[src/rtl/sram_pkg.sv]
// Shared constants and FSM state encoding for the async SRAM controller.
package sram_pkg;

   localparam int DEF_ADDR_W = 18;
   localparam int DEF_DATA_W = 16;

   typedef enum logic [2:0] {
      ST_IDLE     = 3'd0,
      ST_RD       = 3'd1,
      ST_WR_SETUP = 3'd2,
      ST_WR_PULSE = 3'd3,
      ST_WR_HOLD  = 3'd4
   } sram_state_e;

endpackage

[src/rtl/sram_ctrl.sv]
// Single-port controller for a 16-bit async SRAM with byte lanes.
// Every sram_* pin comes straight from a flop; one request is in flight at a time.
//
// state       | meaning
// ------------+--------------------------------------------------------------
// ST_IDLE     | strobes off, bus released, req_ready high
// ST_RD       | CE/OE low for RD_CYCLES clocks, data sampled on the last edge
// ST_WR_SETUP | address/data/CE/lanes driven, WE still high (1 clock)
// ST_WR_PULSE | WE low for WR_CYCLES clocks
// ST_WR_HOLD  | WE high, address/data/CE/lanes stable, rsp_valid pulsed
module sram_ctrl
   import sram_pkg::*;
#(
   parameter int ADDR_W    = DEF_ADDR_W,
   parameter int DATA_W    = DEF_DATA_W,
   parameter int RD_CYCLES = 2,
   parameter int WR_CYCLES = 2
) (
   input  logic              clk,
   input  logic              rst,
   input  logic              req_valid,
   output logic              req_ready,
   input  logic              req_we,
   input  logic [ADDR_W-1:0] req_addr,
   input  logic [DATA_W-1:0] req_wdata,
   input  logic [1:0]        req_be,
   output logic              rsp_valid,
   output logic [DATA_W-1:0] rsp_rdata,
   output logic [ADDR_W-1:0] sram_a,
   output logic [DATA_W-1:0] sram_dq_o,
   output logic              sram_dq_oe,
   input  logic [DATA_W-1:0] sram_dq_i,
   output logic              sram_ce_n,
   output logic              sram_oe_n,
   output logic              sram_we_n,
   output logic              sram_lb_n,
   output logic              sram_ub_n
);

   localparam int LANE_W  = DATA_W / 2;
   localparam int MAX_CYC = (RD_CYCLES > WR_CYCLES) ? RD_CYCLES : WR_CYCLES;
   localparam int CNT_W   = $clog2(MAX_CYC + 1);
   localparam logic [CNT_W-1:0] RD_LOAD = CNT_W'(RD_CYCLES - 1);
   localparam logic [CNT_W-1:0] WR_LOAD = CNT_W'(WR_CYCLES - 1);
   localparam logic [CNT_W-1:0] CNT_ONE = CNT_W'(1);

   if (RD_CYCLES < 1 || WR_CYCLES < 1) begin : g_bad_cycles
      $error("sram_ctrl: RD_CYCLES and WR_CYCLES must both be at least 1");
   end

   sram_state_e       r_state;
   logic [CNT_W-1:0]  r_cnt;
   logic [1:0]        r_be;
   logic              r_rsp_valid;
   logic [DATA_W-1:0] r_rsp_rdata;
   logic [ADDR_W-1:0] r_a;
   logic [DATA_W-1:0] r_dq_o;
   logic              r_dq_oe;
   logic              r_ce_n;
   logic              r_oe_n;
   logic              r_we_n;
   logic              r_lb_n;
   logic              r_ub_n;

   logic [DATA_W-1:0] w_lane_mask;
   logic              w_cnt_done;

   // Disabled lanes read back as zero regardless of what the SRAM drives.
   assign w_lane_mask = {{LANE_W{r_be[1]}}, {LANE_W{r_be[0]}}};
   assign w_cnt_done  = (r_cnt == '0);

   always_ff @(posedge clk) begin
      if (rst) begin
         r_state     <= ST_IDLE;
         r_cnt       <= '0;
         r_be        <= '0;
         r_rsp_valid <= 1'b0;
         r_rsp_rdata <= '0;
         r_a         <= '0;
         r_dq_o      <= '0;
         r_dq_oe     <= 1'b0;
         r_ce_n      <= 1'b1;
         r_oe_n      <= 1'b1;
         r_we_n      <= 1'b1;
         r_lb_n      <= 1'b1;
         r_ub_n      <= 1'b1;
      end else begin
         r_rsp_valid <= 1'b0;
         r_rsp_rdata <= '0;
         unique case (r_state)
            ST_IDLE: begin
               if (req_valid) begin
                  r_a    <= req_addr;
                  r_be   <= req_be;
                  r_ce_n <= 1'b0;
                  r_lb_n <= ~req_be[0];
                  r_ub_n <= ~req_be[1];
                  if (req_we) begin
                     r_dq_o  <= req_wdata;
                     r_dq_oe <= 1'b1;
                     r_state <= ST_WR_SETUP;
                  end else begin
                     r_oe_n  <= 1'b0;
                     r_cnt   <= RD_LOAD;
                     r_state <= ST_RD;
                  end
               end
            end
            ST_RD: begin
               if (w_cnt_done) begin
                  r_rsp_valid <= 1'b1;
                  r_rsp_rdata <= sram_dq_i & w_lane_mask;
                  r_ce_n      <= 1'b1;
                  r_oe_n      <= 1'b1;
                  r_lb_n      <= 1'b1;
                  r_ub_n      <= 1'b1;
                  r_state     <= ST_IDLE;
               end else begin
                  r_cnt <= r_cnt - CNT_ONE;
               end
            end
            ST_WR_SETUP: begin
               r_we_n  <= 1'b0;
               r_cnt   <= WR_LOAD;
               r_state <= ST_WR_PULSE;
            end
            ST_WR_PULSE: begin
               if (w_cnt_done) begin
                  r_we_n      <= 1'b1;
                  r_rsp_valid <= 1'b1;
                  r_state     <= ST_WR_HOLD;
               end else begin
                  r_cnt <= r_cnt - CNT_ONE;
               end
            end
            ST_WR_HOLD: begin
               r_dq_oe <= 1'b0;
               r_ce_n  <= 1'b1;
               r_lb_n  <= 1'b1;
               r_ub_n  <= 1'b1;
               r_state <= ST_IDLE;
            end
            default: begin
               r_dq_oe <= 1'b0;
               r_ce_n  <= 1'b1;
               r_oe_n  <= 1'b1;
               r_we_n  <= 1'b1;
               r_lb_n  <= 1'b1;
               r_ub_n  <= 1'b1;
               r_state <= ST_IDLE;
            end
         endcase
      end
   end

   assign req_ready  = (r_state == ST_IDLE);
   assign rsp_valid  = r_rsp_valid;
   assign rsp_rdata  = r_rsp_rdata;
   assign sram_a     = r_a;
   assign sram_dq_o  = r_dq_o;
   assign sram_dq_oe = r_dq_oe;
   assign sram_ce_n  = r_ce_n;
   assign sram_oe_n  = r_oe_n;
   assign sram_we_n  = r_we_n;
   assign sram_lb_n  = r_lb_n;
   assign sram_ub_n  = r_ub_n;

endmodule

[config.mk]
export PLATFORM = sky130hd
export DESIGN_NAME = sram_ctrl
export DESIGN_NICKNAME = d
export VERILOG_FILES = /design/src/rtl/sram_pkg.sv /design/src/rtl/sram_ctrl.sv
export SDC_FILE = /design/constraint.sdc
export NUM_CORES = 1
export LEC_CHECK = 0
export CORE_ASPECT_RATIO = 0.5
export CORE_MARGIN = 3
export CORE_UTILIZATION = 36
export CTS_CLUSTER_DIAMETER = 150
export CTS_CLUSTER_SIZE = 24
export DETAILED_ROUTE_END_ITERATION = 8
export GPL_ROUTABILITY_DRIVEN = 0
export GPL_TIMING_DRIVEN = 1
export PLACE_DENSITY = 0.75
export SLEW_MARGIN = 30
export SYNTH_ARGS = -nofsm -noshare
export SYNTH_HDL_FRONTEND = slang
export SYNTH_SLANG_ARGS = --single-unit
[constraint.sdc]
create_clock -name clk -period 1.3 [get_ports clk]
set_input_delay 0.26 -clock clk [delete_from_list [all_inputs] [get_ports clk]]
set_output_delay 0.26 -clock clk [all_outputs]
set_load 0.02 [all_outputs]
==> results of run 1 <==
-- cell usage after synthesis, types with 2 or more instances --
master / number / area share [%]
nor2_1: 6 / 0.96
o21ai_0: 3 / 0.64
buf_1: 3 / 0.48
nand2_1: 42 / 6.7
buf_4: 2 / 0.64
o21a_1: 2 / 0.64
nand3_1: 16 / 3.4
and2_1: 16 / 4.3
inv_1: 3 / 0.48
nor2b_1: 2 / 0.53
buf_2: 8 / 1.7
clkbuf_1: 8 / 1.3
dfxtp_1: 64 / 54
nand3b_1: 2 / 0.64
o31ai_1: 18 / 5.7
nand2b_1: 3 / 0.80
a21oi_1: 41 / 8.7
nor3_1: 3 / 0.64
nor3b_1: 2 / 0.64
-- through the flow --
step                hold slack [ns]  cell area, um^2  total power (W)
floorplan                     0.382             2370          0.00267
global placement              0.441             3700          0.00317
detailed placement            0.449             3700          0.00320
CTS                           0.184             3960          0.00530
global route                  0.204             4220          0.00567
finish                        0.200             4220          0.00545
-- worst max-delay path by stage --
stage | cells after the start | slack (ns) | end | from
after global placement | 5 | -0.38 | r_be[0] | req_valid
after CTS | 6 | -0.09 | sram_dq_o[8] | r_state[2]
after detailed placement | 5 | -0.41 | sram_a[1] | req_valid
after global routing | 6 | -0.14 | sram_ub_n | r_state[2]
after floorplan | 5 | -0.02 | sram_dq_o[10] | r_state[0]
final | 6 | -0.1 | sram_ub_n | r_state[2]
-- per-layer routing --
metal / GRT usage (%) / part of all wire [%] / up-vias
met2: 33.8 / 53 / 88
met4: 5.65 / 1.5 / 0
met3: 6.19 / 6.4 / 16
met1: 19.9 / 40 / 1173
met5: 0 / 0 / -
li1: - / - / 1168
-- sequential cells by signal, summed over array words and instances, names as in the netlist --
register    cells
r_be            2
rsp_rdata      16
sram_oe_n       1
r_state         3
sram_lb_n       1
sram_dq_oe      1
sram_ce_n       1
sram_dq_o      16
rsp_valid       1
sram_a         18
sram_ub_n       1
sram_we_n       1
r_cnt           2
-- power by group through the flow --
stage / Clock (W) / Sequential [W] / Combinational (W)
6_report: 0.00214 / 0.00216 / 0.00115
5_1_grt: 0.00228 / 0.00217 / 0.00122
4_1_cts: 0.00218 / 0.00215 / 0.000972
3_5_place_dp: 0 / 0.00219 / 0.00101
3_3_place_gp: 0 / 0.00219 / 0.000983
2_1_floorplan: 0 / 0.00229 / 0.000380
-- kinds of logic after synthesis --
family / after synthesis
buffers and inverters: 24
and+or+nand+nor: 98
adders and majority gates: 1
AOI/OAI and AO/OA: 71
DFF: 64
muxes: 1
-- layout make-up --
| type | instances | area, um^2 | share of cell area [%] |
|---|---|---|---|
| Inverter | 3 | 11.3 | 0.267 |
| Tap cell | 88 | 110 | 2.61 |
| Clock buffer | 10 | 239 | 5.66 |
| Sequential cell | 64 | 1290 | 30.6 |
| Timing Repair Buffer | 145 | 1430 | 33.9 |
| Multi-Input combinational cell | 171 | 1100 | 26.1 |
| Clock inverter | 6 | 35.0 | 0.830 |
-- cells in the final DEF (no fill, tap or decap), drive strengths merged, types with 2 or more instances in the layout --
master / Yosys / routed
nor3: 3 / 3
nor3b: 2 / 2
clkinv: 0 / 4
o21a: 2 / 2
nor4: 2 / 2
nor2: 6 / 6
o31ai: 18 / 18
nand3b: 2 / 2
a21oi: 41 / 41
and2: 16 / 16
nand3: 16 / 16
buf: 13 / 31
clkdlybuf4s15: 0 / 15
dlygate4sd2: 0 / 41
inv: 3 / 3
clkdlybuf4s50: 0 / 53
nor2b: 2 / 2
clkinvlp: 0 / 2
clkbuf: 8 / 14
o21ai: 3 / 3
nand2b: 3 / 3
dfxtp: 64 / 64
nand2: 42 / 42
-- repair_timing --
action	4_1_cts	5_1_grt
gates cloned	0	3
gates resized for setup	76	51
hold buffers	0	0
buffers inserted	1	6
pin swaps	2	7
endpoints found under the setup margin	114	75
==> results.cfg, run 1 <==
[finish]
area_growth_pct = 79.3
fillers = 490
diodes = 0
drive_above_1_share_pct = 20.8
utilization_pct = 68.0
nets = 451
layoutNonFillerInstCount = 487

[critical_path]
crit_chain = buf_6 -> nor4b_4 -> buf_6 -> buf_4 -> nand2_2 -> a21o_1
slowest_delay_ns = 0.35
rrSetupSlack_ns = -0.1
cp_data_arrival_time_ns = 1.61
crit_buf_inv = 3
slowest_stage = dfxtp_4
rr_startpoint = r_state[2]
start_kind = flop
rr_worst_depth = 6
reg2reg_to = sram_ub_n
worstSetupEndpointType = flop
required_ns = 1.52
path_delay_family = buffers and inverters
crit_type = reg -> reg
critPathMostFrequentCell = buf_6
worstPathMaxFanout = 5

[synth]
ys_async_sr_fraction_pct = 0
ys_warn_count = 0
synth_edf_count = 0
post_synth.cell_area_avg_um2 = 9.09
synth-seq-area-share_pct = 54.4
synth_nets = 316
synth_area_um2 = 2350
yosys.area_share.simple_pct = 21.8
synth_top_family_by_area = simple AND/OR/NAND/NOR gates
postSynthCellCount = 259
synth.distinct_cells = 34
yosys.area_share.adder_pct = 0.531
synthFlopType = dfxtp_1
synthMuxAreaShare_pct = 0.425
ys_ff_latch = 64
synth-compound-area-share_pct = 18.3
synth_xor_xnor_area_share_pct = 0

[pwr]
pwr-share-comb_pct = 21.1
cellInternalPower_w = 0.00399
pwr-share-clk_pct = 39.3
pwr-share-seq_pct = 39.6
switching_share_pct = 26.7
p_per_area_nw_per_um2 = 1290
p_switching_w = 0.00146
ir_drop_v = 0.000817
leakage_nw = 1.80

[sta]
clock.fmax_mhz = 716
drv_slew = 0
hold_violations = 0
setup_viol = 38
fin_crit_ns = 1.40
rsz0062_at_grt = yes
tns_ns = -1.42
fin_worst_skew_ns = 0.00581
worstMarginPinSlew_ns = 0.406
period_share_pct = 107
fin_ws_ns = -0.0959
max_slew_margin_pct = 73.0

[floorplan]
coreArea_um2 = 6210
die_height_um = 63.2
die_area_um2 = 7610
io-pin-count = 114
row_count = 20
start_util_pct = 37.9
die_w_um = 120

[hold_path]
min-delay-start = rst
whs_path_depth = 2
hp-class = in -> reg
hold_path_end = rsp_valid

[cts]
cts.reportedPaths.clkPinSlew_ns = 0.05
numCtsBuffers = 9
clk_latency_ns = 0.32
root_buffer = clkbuf_16
cts_buffer_depth = 2
cts_tree = yes
cts_max_level = 3
cts_num_sinks = 64

[grt]
antenna_found_initial = 0
grt_pass1_wl_um = 11200
grt_usage_pct = 18.3
grt_max_degree = 37
grt_overflow = 0
first_global_vias = 2372

[drt]
viasPerCell = 5.02
wl_per_cell_um = 15.5
drc = 0
firstDrtPassIters = 5
wl_um = 7560
ant_nets = 0
dr_total_vias = 2445
drt_iter0_markers = 131

[run_status]
violations = negative setup slack
status = finished with violations

[placement]
place_inst = 461
portBuffers = 113
preCtsSetupSlack_ns = -0.415
post-dp-hpwl_um = 5020

[flow_run]
maxCapViolations = 0
Power figures use the tool's default switching activity.
==> run 2: changes to the inputs <==
CELL_PAD_IN_SITES_DETAIL_PLACEMENT = 0   (was not set)
CELL_PAD_IN_SITES_GLOBAL_PLACEMENT = 1   (was not set)
CORE_MARGIN = 2   (was 3)
CORE_UTILIZATION = 26   (was 36)
PLACE_DENSITY = not set   (was 0.75)
PLACE_DENSITY_LB_ADDON = 0.1   (was not set)
==> results.cfg, run 2 (same netlist as run 1, synthesis figures left out) <==
[floorplan]
die_area_um2 = 9880
start_util_pct = 26.9
row_count = 24
die_w_um = 139
io-pin-count = 114
die_height_um = 71.3
coreArea_um2 = 8740

[critical_path]
cp_data_arrival_time_ns = 1.59
rrSetupSlack_ns = -0.08
required_ns = 1.51
worstSetupEndpointType = flop
start_kind = input pin
crit_type = in -> reg
worstPathMaxFanout = 18

[pwr]
p_per_area_nw_per_um2 = 1310
ir_drop_v = 0.000611
power_w = 0.00550
leakage_nw = 1.76

[cts]
clk_latency_ns = 0.32
cts_max_level = 3
cts.reportedPaths.clkPinSlew_ns = 0.05
root_buffer = clkbuf_16
cts_num_sinks = 64
cts_tree = yes
cts_buffer_depth = 2
cts_hold_buf = 0
numCtsBuffers = 9

[sta]
drv_slew = 0
max_slew_margin_pct = 78.1
hold_violations = 0
setup_viol = 37
period_share_pct = 107
holdWs_ns = 0.305
worstMarginPinSlew_ns = 0.328
fin_worst_skew_ns = 0.00465
clock.fmax_mhz = 721
fin_ws_ns = -0.0879
tns_ns = -1.96
fin_crit_ns = 1.39
rsz0062_at_grt = yes

[hold_path]
hp-class = in -> reg

[drt]
drt_iter0_markers = 94
dr_total_vias = 2346
ant_nets = 0
wl_per_cell_um = 14.4
viasPerCell = 4.57
firstDrtPassIters = 4
wl_um = 7370
drc = 0

[run_status]
status = finished with violations
violations = negative setup slack

[placement]
place_area_um2 = 3740
post-dp-hpwl_um = 4930
portBuffers = 113

[flow_run]
maxCapViolations = 0

[grt]
grt_usage_pct = 15.2
first_global_vias = 2212
grt_overflow = 0
grt_pass1_wl_um = 11500
grt_max_degree = 26
antenna_found_initial = 0

[finish]
fillers = 825
drive_above_1_share_pct = 22.5
nets = 448
fin_area_um2 = 4200
area_growth_pct = 78.5
final_cell_mix = dfxtp_1, clkdlybuf4s50_1, dlygate4sd2_1
diodes = 0
largest_register_ffs = 18
final_common_cell = dfxtp_1
==> run 2: cell types whose count changed in the layout (fill, tap and decap cells not counted), sizes merged <==
| cell | before | now |
|---|---|---|
| clkbuf | 14 | 19 |
| clkdlybuf4s15 | 15 | 9 |
| clkdlybuf4s50 | 53 | 54 |
| clkinv | 4 | 1 |
| clkinvlp | 2 | 1 |
| dlygate4sd2 | 41 | 43 |
| dlymetal6s2s | 1 | 0 |
==> run 2: critical path: stages <==
cell,delay (ns)
clkdlybuf4s50_1,0.51
buf_4,0.15
nand3b_1,0.12
buf_12,0.18
o31ai_1,0.28
a21oi_2,0.09
==> run 2: final timing paths <==
| kind | startpoint | to | cells past startpoint |
|---|---|---|---|
| hold / removal | rst | sram_a[8] | 3 |
| setup / recovery | req_valid | sram_dq_o[3] | 6 |
| setup reg to reg | r_state[1] | sram_ub_n | 6 |
| hold reg to reg | sram_a[7] | sram_a[7] | 2 |
==> run 2: final cells by class <==
cell class	count	area (um^2)	share of cell area (%)
Clock buffer	14	274	6.52
Sequential cell	64	1290	30.7
Multi-Input combinational cell	171	1120	26.8
Inverter	3	11.3	0.268
Timing Repair Buffer	142	1340	32.0
Tap cell	117	146	3.48
Clock inverter	2	12.5	0.298
==> run 2: what timing repair did <==
item / in CTS / in global routing
buffers inserted: 5 / 1
setup endpoints to repair: 96 / 72
gates resized for setup: 76 / 55
pin swaps: 3 / 10
gates cloned: 3 / 0
==> run 2: stage by stage <==
| step | std cells | setup WS [ns] | utilization (%) |
|---|---|---|---|
| floorplan | 259 | -0.0202 | - |
| global placement | 491 | -0.391 | 42.8 |
| detailed placement | 491 | -0.427 | 42.8 |
| CTS | 515 | -0.142 | 47.4 |
| global route | 513 | -0.141 | 48.1 |
| finish | 513 | -0.0879 | 48.1 |
==> run 2: power breakdown <==
group / leakage (nW) / total (W) / internal (W) / switching (W)
clock network: 0.139 / 0.00225 / 0.00144 / 0.000804
logic: 1.10 / 0.00110 / 0.000548 / 0.000552
registers: 0.524 / 0.00215 / 0.00208 / 0.0000704
==> run 2: metal layers <==
| metal | vias up | global-route usage [%] | routed length [um] |
|---|---|---|---|
| met4 | 0 | 4.54 | 54 |
| li1 | 1161 | - | - |
| met3 | 7 | 7.02 | 594 |
| met1 | 1103 | 20.5 | 3540 |
| met5 | - | 0 | 0 |
| met2 | 75 | 21.8 | 3180 |
